<file path="config.mk">
export PLATFORM = sky130hd
export DESIGN_NAME = ram_shim_dma
export DESIGN_NICKNAME = d
export VERILOG_FILES = /design/src/rtl/ram_shim_pkg.sv /design/src/rtl/ram_word_writer.sv /design/src/rtl/ram_shim_dma.sv
export SDC_FILE = /design/constraint.sdc
export NUM_CORES = 1
export LEC_CHECK = 0
export ABC_AREA = 1
export BUFFER_PORTS_ARGS = -buffer_cell sky130_fd_sc_hd__buf_4
export CORE_MARGIN = 2
export CORE_UTILIZATION = 61
export CTS_CLUSTER_SIZE = 12
export DETAILED_ROUTE_END_ITERATION = 12
export PLACE_DENSITY = 0.91
export SETUP_SLACK_MARGIN = 0.02
export SLEW_MARGIN = 40
export SYNTH_ARGS = -nofsm -noshare
export SYNTH_HDL_FRONTEND = slang
export SYNTH_SLANG_ARGS = --single-unit
</file>
<file path="constraint.sdc">
create_clock -name clk -period 3.05 [get_ports clk]
set_clock_uncertainty 0.2 [all_clocks]
set_input_delay 0.61 -clock clk [delete_from_list [all_inputs] [get_ports clk]]
set_output_delay 0.61 -clock clk [all_outputs]
set_load 0.01 [all_outputs]
</file>
<file path="src/rtl/ram_shim_pkg.sv">
// Shared opcodes, command width and FSM state encoding for the ram_shim_dma bridge.
package ram_shim_pkg;

  localparam int RAM_SHIM_CMD_WID = 2;

  localparam logic [RAM_SHIM_CMD_WID-1:0] RAM_SHIM_SET_BASE   = 2'b00;
  localparam logic [RAM_SHIM_CMD_WID-1:0] RAM_SHIM_READ_PTR   = 2'b01;
  localparam logic [RAM_SHIM_CMD_WID-1:0] RAM_SHIM_RESET_PTR  = 2'b10;
  localparam logic [RAM_SHIM_CMD_WID-1:0] RAM_SHIM_READ_COUNT = 2'b11;

  typedef enum logic [2:0] {
    ST_IDLE,
    ST_WR_LO,
    ST_WAIT_LO,
    ST_WR_HI,
    ST_WAIT_HI,
    ST_DONE,
    ST_CMD_DONE
  } ram_shim_state_t;

endpackage

</file>
<file path="src/rtl/ram_word_writer.sv">
// One RAM word write: start loads word/addr and raises write; write drops on valid.
// Latency 1 cycle from start to write; holds word/addr/write until the RAM acknowledges.
module ram_word_writer #(
  parameter int RAM_WORD = 16,
  parameter int RAM_WID  = 32
) (
  input  logic                clk,
  input  logic                rst_n,
  input  logic                start,
  input  logic [RAM_WORD-1:0] start_word,
  input  logic [RAM_WID-1:0]  start_addr,
  input  logic                valid,
  output logic                write,
  output logic [RAM_WORD-1:0] word,
  output logic [RAM_WID-1:0]  addr,
  output logic                ack
);

  assign ack = write & valid;

  always_ff @(posedge clk or negedge rst_n) begin
    if (!rst_n) begin
      write <= 1'b0;
      word  <= '0;
      addr  <= '0;
    end else if (start) begin
      write <= 1'b1;
      word  <= start_word;
      addr  <= start_addr;
    end else if (ack) begin
      write <= 1'b0;
    end
  end

endmodule

</file>
<file path="src/rtl/ram_shim_dma.sv">
// Sample-to-RAM bridge: each sample is sign-extended and written as two words, low first, plus a pointer command port.
// Optional RAM_SHIM_SAMPLE_COUNT_EN adds a committed-sample counter readable with opcode 11.
module ram_shim_dma
  import ram_shim_pkg::*;
#(
  parameter int DAT_WID  = 24,
  parameter int RAM_WORD = 16,
  parameter int RAM_WID  = 32
) (
  input  logic                        clk,
  input  logic                        rst_n,
  input  logic [DAT_WID-1:0]          data,
  input  logic                        data_commit,
  output logic                        finished,
  output logic [RAM_WORD-1:0]         word,
  output logic [RAM_WID-1:0]          addr,
  output logic                        write,
  input  logic                        valid,
  input  logic [RAM_WID-1:0]          cmd_data,
  input  logic [RAM_SHIM_CMD_WID-1:0] cmd,
  input  logic                        cmd_active,
  output logic                        cmd_finished,
  output logic [RAM_WID-1:0]          cmd_data_out
);

  localparam int SAMP_W = 2 * RAM_WORD;
  localparam logic [RAM_WID-1:0] HALF_STEP = RAM_WID'(RAM_WORD / 8);
  localparam logic [RAM_WID-1:0] FULL_STEP = RAM_WID'(SAMP_W / 8);

  ram_shim_state_t     state;
  logic [RAM_WID-1:0]  base;
  logic [RAM_WID-1:0]  ptr;
  logic [RAM_WORD-1:0] samp_hi;
  logic [SAMP_W-1:0]   samp_in;
  logic                wr_start;
  logic                wr_ack;
  logic [RAM_WORD-1:0] wr_word;
  logic [RAM_WID-1:0]  wr_addr;
  logic [RAM_WID-1:0]  cnt_val;
  logic                cmd_go;

  assign samp_in = SAMP_W'(signed'(data));
  assign cmd_go  = (state == ST_IDLE) && cmd_active;

  // The high word only launches once the low acknowledge has been released.
  assign wr_start = ((state == ST_IDLE) && data_commit && !cmd_active) ||
                    ((state == ST_WAIT_LO) && !valid);
  assign wr_word  = (state == ST_IDLE) ? samp_in[RAM_WORD-1:0] : samp_hi;
  assign wr_addr  = (state == ST_IDLE) ? ptr : ptr + HALF_STEP;

  ram_word_writer #(.RAM_WORD(RAM_WORD), .RAM_WID(RAM_WID)) u_writer (
    .clk        (clk),
    .rst_n      (rst_n),
    .start      (wr_start),
    .start_word (wr_word),
    .start_addr (wr_addr),
    .valid      (valid),
    .write      (write),
    .word       (word),
    .addr       (addr),
    .ack        (wr_ack)
  );

`ifdef RAM_SHIM_SAMPLE_COUNT_EN
  logic [RAM_WID-1:0] count;

  always_ff @(posedge clk or negedge rst_n) begin
    if (!rst_n) begin
      count <= '0;
    end else if (cmd_go && (cmd == RAM_SHIM_SET_BASE || cmd == RAM_SHIM_RESET_PTR)) begin
      count <= '0;
    end else if ((state == ST_WAIT_HI) && !valid) begin
      count <= count + 1'b1;
    end
  end

  assign cnt_val = count;
`else
  assign cnt_val = '0;
`endif

  always_ff @(posedge clk or negedge rst_n) begin
    if (!rst_n) begin
      state        <= ST_IDLE;
      base         <= '0;
      ptr          <= '0;
      samp_hi      <= '0;
      finished     <= 1'b0;
      cmd_finished <= 1'b0;
      cmd_data_out <= '0;
    end else begin
      case (state)
        ST_IDLE: begin
          if (cmd_active) begin
            cmd_finished <= 1'b1;
            state        <= ST_CMD_DONE;
            case (cmd)
              RAM_SHIM_SET_BASE: begin
                base         <= cmd_data;
                ptr          <= cmd_data;
                cmd_data_out <= cmd_data;
              end
              RAM_SHIM_READ_PTR:  cmd_data_out <= ptr;
              RAM_SHIM_RESET_PTR: begin
                ptr          <= base;
                cmd_data_out <= base;
              end
              default:            cmd_data_out <= cnt_val;
            endcase
          end else if (data_commit) begin
            samp_hi <= samp_in[SAMP_W-1:RAM_WORD];
            state   <= ST_WR_LO;
          end
        end
        ST_WR_LO:   if (wr_ack) state <= ST_WAIT_LO;
        ST_WAIT_LO: if (!valid) state <= ST_WR_HI;
        ST_WR_HI: begin
          if (wr_ack) begin
            ptr   <= ptr + FULL_STEP;
            state <= ST_WAIT_HI;
          end
        end
        ST_WAIT_HI: begin
          if (!valid) begin
            finished <= 1'b1;
            state    <= ST_DONE;
          end
        end
        ST_DONE: begin
          if (!data_commit) begin
            finished <= 1'b0;
            state    <= ST_IDLE;
          end
        end
        ST_CMD_DONE: begin
          if (!cmd_active) begin
            cmd_finished <= 1'b0;
            state        <= ST_IDLE;
          end
        end
        default: state <= ST_IDLE;
      endcase
    end
  end

endmodule

</file>
==> impl_metrics.yaml <==
clock_tree:
  cts_max_path_buffers: 2
  cts_setup_buffers: 0
  htree_levels: 4
  clock_tree.root_cell: "clkbuf_16"
  clock-sinks: 158
  clock_latency_ps: 440
  cts_buffers: 17
  clk_pin_slew_worst_paths_ps: 60
  cts_tree: "built"
placement:
  port_buffers: 145
  detailed_place_hpwl_mm: 17.7
  place.gp.congestion: 1.01
timing:
  period_share_pct: 82.6
  fin_tns_setup_ps: 0
  finalSetupViolations: 0
  rsz0062_at_grt: "false"
  max_clock_freq_mhz: 397
  tightest_slew_ps: 618
  slew_headroom_pct: 58.7
  slew_viol_final: 0
  hold_viol: 0
  final.min_clock_period_ps: 2520
drt:
  drt_iter0_markers: 979
  drt_pass1_iterations: 7
  num_vias: 8598
  wire_per_inst_um: 17.1
  drtAntennaViolNets: 0
  wl_mm: 25.4
  vias_per_cell: 5.79
  drc: 0
floorplanning:
  rows: 42
  num_io_pins: 146
  initial_core_util_pct: 63.0
  coreArea_sq_um: 13300
  die_y_um: 121
  chipWidth_um: 121
  die_area_sq_um: 14700
job:
  max_cap_viol_count: 0
worst_setup_path:
  setup.worst_path.end: "u_writer.addr[1]"
  worstPathCellList: "nor2_4 > nand2_4 > nor2_2 > nand2_2 > nand2_2 > inv_1 > buf_4 > o31ai_1"
  cp_common_cell: "nand2_2"
  startpoint: "state[0]"
  required_ps: 3190
  r2r-start: "state[0]"
  crit_buf_inv: 2
  crit_path_max_fanout: 41
  reg2reg_setup_slack_ps: 530
  path_depth: 8
  worstSetupPathType: "flop to flop"
  slowest_stage: "dfrtp_1"
  critical_path.top_delay_family: "simple AND/OR/NAND/NOR gates"
  end_kind: "flop"
  reg2reg_depth: 8
  crit_arrival_ps: 2660
  r2r_end: "u_writer.addr[1]"
  slowest_delay_ps: 490
  startpoint_type: "flop"
logic_synthesis:
  synthFlopType: "dfrtp_1"
  ys_seq_area_share_pct: 47.0
  synthCells: 1171
  synth_cell_types: 39
  yosysTopAreaCell: "dfrtp_1"
  synth_seq_cells: 158
  yosysWarnings: 0
  synth_fp_nets: 1236
  synth_area_sq_um: 8410
  async_reset_ff_share_pct: 100
  syn_area_per_cell_sq_um: 7.18
  synth_top_area_share_pct: 47.0
  yosys-top-cells-area: "dfrtp_1, nand2_1, nand3_1"
  synth-edff-count: 0
final_layout:
  area_growth_pct: 22.0
  utilization_pct: 76.9
  drive_above_1_share_pct: 16.6
  num_antenna_cells: 0
  nets: 1362
  final_common_cell: "nand2_1"
  final_cell_mix: "nand2_1, dfrtp_1, buf_4"
power_and_ir_drop:
  power.total_uw: 10800
  p_leak_uw: 0.00518
  ir_drop_v: 0.000793
  power_density_nw_per_um2: 1050
grt:
  grt_start_max_net_pins: 80
  met3_usage_pct: 7.47
  grt_remaining_overflow: 0
  grt_util_all_layers_pct: 36.1
  grt.busiest_layer: "met2"
  grt_first_pass_wirelength_mm: 41.3
  antenna_found_initial: 0
  grt_use_met1_pct: 43.8
  grt_use_met2_pct: 60.0
  first_global_vias: 8473
hold_path:
  worstHoldPathType: "input port to flop"
status:
  status: "complete, no violations"
routing by layer:
layer | vias up | share of wire, %
li1 | 3992 | -
met1 | 4036 | 37
met2 | 455 | 50
met3 | 115 | 7.2
met4 | 0 | 5.3
met5 | - | 0
final cells by class:
cell class,instances,area (sq um)
flip-flops and latches,158,3950
inverters,59,221
well taps,176,220
fillers,1009,3090
clock buffers,21,460
multi-input cells,897,3950
repair buffers,164,1290
clock inverters,11,163
what timing repair did:
action | in CTS | in global routing
hold buffers | 0 | 1
hold endpoints to repair | 0 | 20
resized for setup | 0 | 0
tightest hold or removal path, stage by stage:
cell and delay [ps]:
buf_4 70, nand2_1 40, nand2_1 40
state kept, by name, indices dropped and copies added, names as in the netlist:
name	flops
base	32
cmd_data_out	32
cmd_finished	1
finished	1
ptr	32
samp_hi	8
state	3
u_writer.addr	32
u_writer.word	16
u_writer.write	1
cells by family after synthesis:
family	after synthesis	share of synthesized area, %
AO/OA/AOI/OAI	160	10.1
XOR/XNOR	16	1.67
adder cells (fa/ha/maj)	2	0.298
buffers and inverters	116	6.06
flip-flops	158	47.0
multiplexers	1	0.134
AND/OR/NAND/NOR	718	34.7
how the worst min path moves through the flow:
stage | start | endpoint | slack (ps) | cells past startpoint
after floorplan | rst_n | base[0] | 110 | 0
after global placement | cmd_data_out[29] | cmd_data_out[29] | 260 | 2
after detailed placement | cmd_data_out[9] | cmd_data_out[9] | 270 | 2
after CTS | rst_n | base[24] | 40 | 1
after global routing | data[22] | samp_hi[6] | 180 | 3
final | data[19] | samp_hi[3] | 160 | 3
where the power goes:
group / leakage (uW) / switching (uW) / internal [uW]
logic: 0.00292 / 2690 / 1780
clock network: 0.000311 / 864 / 1410
registers: 0.00195 / 941 / 3120
synthesized netlist by cell type, types with 3 or more instances:
library cell / count
a21oi_1: 43
a31oi_1: 20
buf_2: 27
buf_4: 6
clkbuf_1: 18
dfrtp_1: 158
inv_1: 51
inv_2: 7
nand2_1: 486
nand2_2: 3
nand3_1: 91
nor2_1: 116
nor2_2: 6
nor2_4: 4
nor3_1: 3
o21ai_0: 67
o21ai_1: 20
o22ai_1: 3
xor2_1: 14
metrics by stage:
step	instance area, sq um	hold slack, ps	instances	setup slack (ps)
after global routing	10300	178	1486	334
after CTS	10200	37.0	1484	582
after floorplan	8410	114	1171	1230
after global placement	9600	263	1452	729
final	10300	160	1486	532
after detailed placement	9600	267	1452	612
Power figures use the tool's default switching activity.
